[src/rtl/fetch_pkg.sv]
// Shared types and sizing for the instruction-memory arbiter.
package fetch_pkg;
    typedef enum logic {BOOT = 1'b0, RUN = 1'b1} arb_state_t;

    localparam int IMEM_DEPTH = 256;
    localparam int IMEM_IDX_W = 8;
endpackage

[src/rtl/arb_wait_counter.sv]
// Saturating count of consecutive cycles a fetch request has been refused.
// Latency: count updates on the clock edge following the refused cycle.
// Backpressure: none; the count only steers arbitration priority.
module arb_wait_counter #(
    parameter logic [3:0] MAX_WAIT = 4'd4
) (
    input  logic       CLK,
    input  logic       RST_N,
    input  logic       fetch_req,
    input  logic       fetch_gnt,
    output logic [3:0] wait_cnt,
    output logic       wait_max
);
    always_ff @(posedge CLK or negedge RST_N) begin
        if (!RST_N) begin
            wait_cnt <= 4'd0;
        end else if (fetch_req && !fetch_gnt) begin
            if (wait_cnt != MAX_WAIT)
                wait_cnt <= wait_cnt + 4'd1;
        end else begin
            wait_cnt <= 4'd0;
        end
    end

    assign wait_max = (wait_cnt == MAX_WAIT);
endmodule

[src/rtl/imem_arbiter.sv]
// Single-port instruction memory arbiter: loader-only BOOT phase, then fetch/loader sharing in RUN.
// Latency: grants are combinational in the request cycle; Fetch_Valid/Fetch_Data follow one cycle later.
// Backpressure: a refused requester holds its request; IMEM_ARB_STARVE_EN bounds fetch starvation by MAX_WAIT.
module imem_arbiter
    import fetch_pkg::*;
#(
    parameter int unsigned MAX_WAIT = 4
) (
    input  logic                  CLK,
    input  logic                  RST_N,
    input  logic                  Fetch_Req,
    input  logic [31:0]           Fetch_Addr,
    output logic                  Fetch_Gnt,
    output logic                  Fetch_Valid,
    output logic [31:0]           Fetch_Data,
    input  logic                  Load_Req,
    input  logic [31:0]           Load_Addr,
    input  logic [31:0]           Load_Data,
    output logic                  Load_Gnt,
    input  logic                  Load_Done,
    output logic                  Mem_En,
    output logic                  Mem_We,
    output logic [IMEM_IDX_W-1:0] Mem_Addr,
    output logic [31:0]           Mem_Wdata,
    input  logic [31:0]           Mem_Rdata,
    output logic                  Run
);
    arb_state_t  state;
    logic        rst_done;
    logic        rd_pend;
    logic [31:0] data_q;
    logic        fetch_gnt;
    logic        load_gnt;
    logic        fetch_pri;

`ifdef IMEM_ARB_STARVE_EN
    logic [3:0] wait_cnt;

    arb_wait_counter #(
        .MAX_WAIT (4'(MAX_WAIT))
    ) u_wait (
        .CLK       (CLK),
        .RST_N     (RST_N),
        .fetch_req (Fetch_Req),
        .fetch_gnt (fetch_gnt),
        .wait_cnt  (wait_cnt),
        .wait_max  (fetch_pri)
    );
`else
    logic [31:0] unused_max_wait;
    assign unused_max_wait = 32'(MAX_WAIT);
    assign fetch_pri = 1'b0;
`endif

    // rst_done keeps every grant off until the first clock edge after reset release.
    always_comb begin
        fetch_gnt = 1'b0;
        load_gnt  = 1'b0;
        if (rst_done) begin
            if (state == BOOT)
                load_gnt = Load_Req;
            else if (Load_Req && !(Fetch_Req && fetch_pri))
                load_gnt = 1'b1;
            else
                fetch_gnt = Fetch_Req;
        end
    end

    always_ff @(posedge CLK or negedge RST_N) begin
        if (!RST_N) begin
            state    <= BOOT;
            rst_done <= 1'b0;
            rd_pend  <= 1'b0;
            data_q   <= 32'd0;
        end else begin
            rst_done <= 1'b1;
            rd_pend  <= fetch_gnt;
            if (rd_pend)
                data_q <= Mem_Rdata;
            if (state == BOOT && rst_done && Load_Done)
                state <= RUN;
        end
    end

    logic [21:0] unused_addr_hi;
    logic [3:0]  unused_addr_lo;
    assign unused_addr_hi = Fetch_Addr[31:10] ^ Load_Addr[31:10];
    assign unused_addr_lo = {Fetch_Addr[1:0], Load_Addr[1:0]};

    assign Fetch_Gnt   = fetch_gnt;
    assign Load_Gnt    = load_gnt;
    assign Mem_En      = fetch_gnt | load_gnt;
    assign Mem_We      = load_gnt;
    assign Mem_Addr    = load_gnt  ? Load_Addr[IMEM_IDX_W+1:2]  :
                         fetch_gnt ? Fetch_Addr[IMEM_IDX_W+1:2] : '0;
    assign Mem_Wdata   = load_gnt ? Load_Data : 32'd0;
    assign Fetch_Valid = rd_pend;
    assign Fetch_Data  = rd_pend ? Mem_Rdata : data_q;
    assign Run         = (state == RUN);
endmodule

[config.mk]
export PLATFORM = sky130hd
export DESIGN_NAME = imem_arbiter
export DESIGN_NICKNAME = d
export VERILOG_FILES = /design/src/rtl/fetch_pkg.sv /design/src/rtl/arb_wait_counter.sv /design/src/rtl/imem_arbiter.sv
export SDC_FILE = /design/constraint.sdc
export NUM_CORES = 1
export LEC_CHECK = 0
export ABC_AREA = 1
export CORE_AREA = 2 2 81 83
export DETAILED_ROUTE_END_ITERATION = 7
export DIE_AREA = 0 0 83 85
export DONT_BUFFER_PORTS = 1
export PLACE_DENSITY_LB_ADDON = 0.3
export SYNTH_ARGS = -nofsm -noshare
export SYNTH_HDL_FRONTEND = slang
export SYNTH_HIERARCHICAL = 1
export SYNTH_SLANG_ARGS = --single-unit
[constraint.sdc]
create_clock -name CLK -period 2.3 [get_ports CLK]
set_input_delay 0.23 -clock CLK [delete_from_list [all_inputs] [get_ports CLK]]
set_output_delay 0.23 -clock CLK [all_outputs]
set_load 0.005 [all_outputs]
# After elaboration in Yosys (flattened, before gate mapping)
# Cells that the tools add are included.
[totals]
ff_bits = 35
input_bits = 133
out_inout_bits = 78
elab_cells = 18
[op_classes]
muxes = 10
bitwise_logic = 2
n_reduce_logical = 2
[ops]
columns = ["cell", "n"]
rows = [
  ["32-bit two-way mux", 2],
  ["8-bit two-way mux", 2],
  ["1-bit two-way mux", 6],
  ["1-bit logical AND", 2],
  ["1-bit NOT", 1],
  ["1-bit OR", 1],
]

# Longest topological paths before layout
# Gate-level depths: netlist of run 1.
[depth]
depth_word = 5
mapped_depth = 4
depth_no_buf = 4

# Least setup slack after synthesis of run 1
# OpenSTA, ideal clock, no wires.
[synth_timing]
path_kind = "register to output"
startpoint = "reg rd_pend (netlist: Fetch_Valid)"
endpoint = "out Fetch_Data[3]"
t_arrival_ps = 877
required_ps = 2070
setup_slack_ps = 1193
stages_incl_launch_ff = 4
n_path_buf = 2
path_cell_list = "dfrtp_1 > buf_6 > buf_6 > o21ai_0"
[synth_via]
elab_chain_len = 1
[synth_lines]
columns = ["element", "line_no", "source"]
rows = [
  ["start: declaration", "imem_arbiter.sv:30", "logic rd_pend;"],
  ["start signal: assignment", "imem_arbiter.sv:77", "rd_pend <= fetch_gnt;"],
  ["32-bit two-way mux", "-", ""],
  ["end: declaration", "imem_arbiter.sv:15", "output logic [31:0] Fetch_Data,"],
]
# Every way passes these cells.

# Final worst setup path of run 1
[layout_timing]
startpoint = "reg rst_done"
endpoint = "out Mem_Addr[3]"
[layout_via]
elab_cells_between_ends = 4
cone_classes = "mux (4)"
[layout_lines]
columns = ["element", "line_no", "source"]
rows = [
  ["start: declaration", "imem_arbiter.sv:29", "logic rst_done;"],
  ["start signal: assignment", "imem_arbiter.sv:72", "rst_done <= 1'b0;"],
  ["start signal: assignment", "imem_arbiter.sv:76", "rst_done <= 1'b1;"],
  ["1-bit two-way mux", "imem_arbiter.sv:59", "if (rst_done) begin"],
  ["named net Load_Gnt", "imem_arbiter.sv:19", "output logic Load_Gnt,"],
  ["8-bit two-way mux", "imem_arbiter.sv:94", "assign Mem_Addr = load_gnt ? Load_Addr[IMEM_IDX_W+1:2] :"],
  ["end: declaration", "imem_arbiter.sv:23", "output logic [IMEM_IDX_W-1:0] Mem_Addr,"],
]
# The timed path passes the listed nets, and every way through them passes these cells.

==> flow_metrics.py, run 1 <==
metrics = {
    "status": {
        "status": "finished clean",
    },
    "place": {
        "place_congestion": 0.8271,
        "place_area_sq_um": 1785,
        "hpwlAfterDp_mm": 3.020,
        "io_buffers": 0,
    },
    "synth": {
        "synthSimpleGateAreaFrac": 0.2041,
        "synth-warning-count": 6,
        "synth-adder-area-share": 0,
        "synth_compound_area_frac": 0.09467,
        "netlist.area_leader.share": 0.4909,
        "syn-cell-area_sq_um": 1784,
        "synth_fp_nets": 374,
        "synth_top_area_cell": "dfrtp_1",
        "synth.area.mux_share": 0,
        "synth.area.top_cells": "dfrtp_1 49%, inv_1 14%, nand2_1 11%",
        "synth_top_family_by_area": "buffers and inverters",
        "synth_seq_cells": 35,
        "syn_inst": 241,
        "seq_area_frac_synth": 0.4909,
        "synth_cell_types": 15,
        "syn_area_per_cell_sq_um": 7.403,
        "synth-xor-area-share": 0,
    },
    "critical_path": {
        "r2r_start": "Fetch_Valid",
        "critical_path.startpoint_type": "register",
        "end_kind": "output port",
        "r2r_cells": 2,
        "r2r_setup_slack_ps": 1100,
        "critPathRequiredTime_ps": 2070,
        "crit_path_start": "rst_done",
        "cp_max_fo": 34,
        "endpoint": "Mem_Addr[3]",
        "crit_type": "register to output port",
        "rr_endpoint": "data_q[9]",
        "cp.arrival_ps": 1520,
    },
    "cells_and_area": {
        "antenna_cells": 0,
        "layout-drive-gt1-share": 0.05394,
        "area_delta_synth_final_pct": 6.311,
        "finalInstanceArea_sq_um": 1897,
        "multi_input_area_sq_um": 536.8,
        "finalNetCount": 373,
        "ff_latch_area_sq_um": 877.1,
        "fillerInstances": 683,
        "final_cell_mix": "66 x inv_1, 51 x nand2_1, 34 x dfrtp_1",
        "mostFrequentLayoutCell": "inv_1",
    },
    "cts": {
        "cts_buffer_depth": 2,
        "htreeDepth": 2,
        "cts_setup_buffers": 0,
        "cts_root_buffer": "clkbuf_8",
        "cts_buffers": 5,
        "clk_pin_slew_ps": 70,
        "clkSinkCount": 35,
        "clock_latency_ps": 280,
        "cts_tree": "yes",
    },
    "die": {
        "initial_core_util": 0.2876,
        "fp.dieW_um": 83,
        "die_y_um": 85,
        "rows": 29,
        "core_area_sq_um": 6205,
        "ioPinCount": 211,
        "dieArea_sq_um": 7055,
    },
    "global_routing": {
        "grt_max_degree": 56,
        "grt_pass1_vias": 1258,
        "grt_pass1_wl_mm": 6.023,
        "overflow": 0,
        "gr-usage-all-layers": 0.1068,
        "antenna_found_initial": 0,
    },
    "detailed_routing": {
        "drc_errors": 0,
        "first_pass_iters": 4,
        "vias": 1364,
        "wl_per_cell_um": 12.33,
        "routed_wl_mm": 3.921,
        "ant_nets": 0,
        "drtIter0Drc": 69,
        "viasPerCell": 4.289,
    },
    "power": {
        "power.density_nw_per_um2": 748.8,
        "p_leak_nw": 1.040,
        "peakVddDrop_mv": 0.2642,
    },
    "timing": {
        "rsz0062_at_grt": "no",
        "hold_viol": 0,
        "maxSlewViolCount": 0,
        "slew_headroom": 0.6346,
        "finalSetupViolCount": 0,
        "fin_crit_ps": 1746,
        "tightest_slew_ps": 546.2,
        "fmax_ghz": 0.5727,
        "final.setup_skew_ps": 4.594,
        "finalSetupTns_ps": 0,
        "finalCritPeriodShare": 0.7591,
    },
    "run": {
        "maxCapViolCount": 0,
    },
    "hold_path": {
        "hold_class": "input pin to register",
    },
}
metrics by stage:
stage	total power (W)	hold WS (ps)	util	setup WS (ps)	cells
floorplan	0.0009595	-65.59	-	1193	241
global placement	0.0009945	-64.82	0.2878	891.6	308
detailed placement	0.001003	-64.80	0.2878	849.0	308
CTS	0.001460	56.79	0.3057	530.8	318
global route	0.001539	50.16	0.3057	414.6	318
finish	0.001420	75.82	0.3057	554.0	318
synth_stat cells, drive strengths merged:
cell type	number
a21o	1
dfrtp	35
buf	11
conb	1
nand3	8
o21ai	32
inv	67
nor2	33
clkinv	1
nand2	52
critical path, cell delays in order, from the launching register on:
cell     delay (ps)
dfrtp_1         410
nand2_2         430
inv_2           210
nand2_1         110
nand2_1          80
worst min-delay path by stage:
stage / from / to / slack [ps] / depth (start not counted)
after floorplan: RST_N / Fetch_Valid / -70 / 0
after global placement: RST_N / data_q[13] / -60 / 0
after detailed placement: RST_N / data_q[15] / -60 / 0
after CTS: Load_Done / Run / 60 / 1
after global routing: Load_Done / Run / 50 / 1
final: Load_Done / Run / 80 / 1
layout make-up:
cell class	instances	share of cell area
clock buffer	7	0.04024
clock inverter	1	0.002639
inverter	68	0.1346
multi-input combinational	127	0.2830
sequential	35	0.4624
tap	77	0.05079
timing repair buffer	3	0.02639
sequential cells by signal, summed over array words and instances (netlist names):
| name | flops |
|---|---|
| data_q | 32 |
| rst_done | 1 |
| Run | 1 |
| Fetch_Valid | 1 |
timing repair:
action | CTS | global route
endpoints found under the hold margin | 35 | 0
hold buffers | 2 | 0
gates resized for setup | 0 | 0
power breakdown:
part / total, W / switching (W) / internal [W]
Combinational: 0.000238 / 0.000174 / 0.0000640
Clock: 0.000421 / 0.000208 / 0.000212
Sequential: 0.000762 / 0.0000316 / 0.000730
routing by layer:
metal  GRT usage  part of all wire  up-vias
met2      0.1899              0.51       98
met3     0.03794              0.11        5
met5           0                 0        -
met4     0.04918             0.013        0
met1      0.1136              0.37      578
li1            -                 -      683
cells by family after synthesis:
kind of cell           after synthesis
AO/OA/AOI/OAI                       33
buffers and inverters               79
flip-flops                          35
other                                1
AND/OR/NAND/NOR                     93
Note: power is estimated with default switching activity, not from simulation.
==> inputs of run 2 (changes only) <==
==> constraint.sdc (replaced) <==
create_clock -name CLK -period 1.7 [get_ports CLK]
set_input_delay 0.17 -clock CLK [delete_from_list [all_inputs] [get_ports CLK]]
set_output_delay 0.17 -clock CLK [all_outputs]
set_load 0.005 [all_outputs]
==> run 2 against run 1 <==
Effect of this change: register-to-register slack lost 550 ps; sequential share of layout area did not move; critical endpoint unchanged; global-route usage decreased by 0.35 points; clock power increased by 32%; core utilization did not move; first-iteration DRC count shrank 23%; largest power group unchanged; worst hold slack got worse by 56 ps; via count fell by 1.8%; critical path depth unchanged; non-clock buffer count stayed put; count of clock-buffer cells in the layout fell by 2; combinational power rose by 35%; largest cell class unchanged.
==> flow_metrics.py, run 2 (synthesis results as in run 1) <==
metrics = {
    "cells_and_area": {
        "finalInstanceArea_sq_um": 1897,
        "fillerInstances": 668,
        "fin_util": 0.3057,
        "finalNetCount": 373,
        "largest_reg_flops": 32,
        "mostFrequentLayoutCell": "inv_1",
        "final_cells": 316,
        "layout-drive-gt1-share": 0.05439,
        "final_cell_mix": "66 x inv_1, 51 x nand2_1, 34 x dfrtp_1",
        "ff_latch_area_sq_um": 877.1,
        "antenna_cells": 0,
        "largest-register": "data_q",
        "area_delta_synth_final_pct": 6.311,
        "multi_input_area_sq_um": 541.8,
    },
    "timing": {
        "fin_crit_ps": 1477,
        "worst_slack_ps": 223.5,
        "fmax_ghz": 0.6773,
        "rsz0062_at_grt": "no",
        "hold_viol": 0,
        "final.setup_skew_ps": 3.118,
        "finalSetupViolCount": 0,
        "finalCritPeriodShare": 0.8685,
        "finalSetupTns_ps": 0,
        "maxSlewViolCount": 0,
    },
    "cts": {
        "cts_buffers": 5,
        "cts_tree": "yes",
        "htreeDepth": 2,
        "clkSinkCount": 35,
        "cts_root_buffer": "clkbuf_8",
        "clock_latency_ps": 270,
        "clk_pin_slew_ps": 70,
        "cts_buffer_depth": 2,
    },
    "critical_path": {
        "rr_endpoint": "data_q[4]",
        "crit_path_start": "rst_done",
        "critical_path.startpoint_type": "register",
        "critPathRequiredTime_ps": 1530,
        "end_kind": "output port",
        "r2r_setup_slack_ps": 550,
        "crit_type": "register to output port",
        "r2r_cells": 2,
        "endpoint": "Mem_Addr[3]",
        "cp_max_fo": 34,
        "r2r_start": "Fetch_Valid",
        "cp.arrival_ps": 1310,
    },
    "detailed_routing": {
        "drtIter0Drc": 53,
        "drc_errors": 0,
        "wl_per_cell_um": 12.19,
        "vias": 1340,
        "viasPerCell": 4.241,
        "first_pass_iters": 7,
        "ant_nets": 0,
        "routed_wl_mm": 3.853,
    },
    "global_routing": {
        "overflow": 0,
        "grt_pass1_vias": 1185,
        "gr-usage-all-layers": 0.1032,
        "antenna_found_initial": 0,
        "met1_usage": 0.1161,
        "grt.busiest_layer": "met2",
        "grt_max_degree": 60,
        "grt_pass1_wl_mm": 5.858,
        "use_met2": 0.1796,
        "met3_usage": 0.03696,
    },
    "run": {
        "maxCapViolCount": 0,
    },
    "place": {
        "place_area_sq_um": 1785,
        "io_buffers": 0,
        "place_congestion": 0.8372,
        "dp_slack_ps": 312.6,
        "hpwlAfterDp_mm": 2.931,
        "dp.cells": 308,
    },
    "die": {
        "ioPinCount": 211,
        "dieArea_sq_um": 7055,
        "rows": 29,
        "fp.dieW_um": 83,
        "core_area_sq_um": 6205,
        "die_y_um": 85,
        "initial_core_util": 0.2876,
    },
    "power": {
        "peakVddDrop_mv": 0.3860,
        "power.density_nw_per_um2": 1003,
        "p_leak_nw": 1.038,
    },
    "hold_path": {
        "hold_class": "input pin to register",
    },
    "status": {
        "status": "finished clean",
    },
}
-- run 2: cell type report --
class	count	area share
sequential	35	0.4624
clock inverter	1	0.003958
inverter	68	0.1346
clock buffer	5	0.03628
multi-input combinational	127	0.2856
tap	77	0.05079
timing repair buffer	3	0.02639
-- run 2: worst max-delay path: stages, from the launching register on --
cell and delay, ps:
dfrtp_1 430, nand2_4 270, inv_2 170, nand2_1 90, nand2_1 70
-- run 2: worst min-delay path by stage --
stage / cells after the start / slack [ps] / startpoint / to
5_1_grt: 1 / 4 / Load_Done / Run
3_3_place_gp: 0 / -120 / RST_N / data_q[13]
2_1_floorplan: 0 / -130 / RST_N / Fetch_Valid
3_5_place_dp: 0 / -120 / RST_N / data_q[15]
4_1_cts: 1 / 4 / Load_Done / Run
6_report: 1 / 20 / Load_Done / Run
-- run 2: metrics by stage --
stage	power, W	hold slack, ps
global placement	0.001347	-124.8
global route	0.002058	3.721
detailed placement	0.001353	-124.8
finish	0.001902	19.70
floorplan	0.001298	-125.6
CTS	0.001960	3.735
-- run 2: timing repair --
action / CTS / global route
setup endpoints to repair: 1 / 0
hold buffers: 2 / 0
buffers inserted: 0 / 0
endpoints found under the hold margin: 35 / 0
gates resized for setup: 1 / 0
-- run 2: report_power, final --
part	total (W)	internal [W]	switching, W	leakage, nW
registers	0.00103	0.000987	0.0000393	0.425
clock network	0.000554	0.000272	0.000282	0.0361
logic	0.000322	0.0000869	0.000235	0.577
total	0.00190	0.00135	0.000556	1.04
-- run 2: metal layers --
| layer | up-vias | part of all wire |
|---|---|---|
| li1 | 684 | - |
| met1 | 560 | 0.40 |
| met2 | 94 | 0.49 |
| met3 | 2 | 0.10 |
| met4 | 0 | 0.0088 |
| met5 | - | 0 |
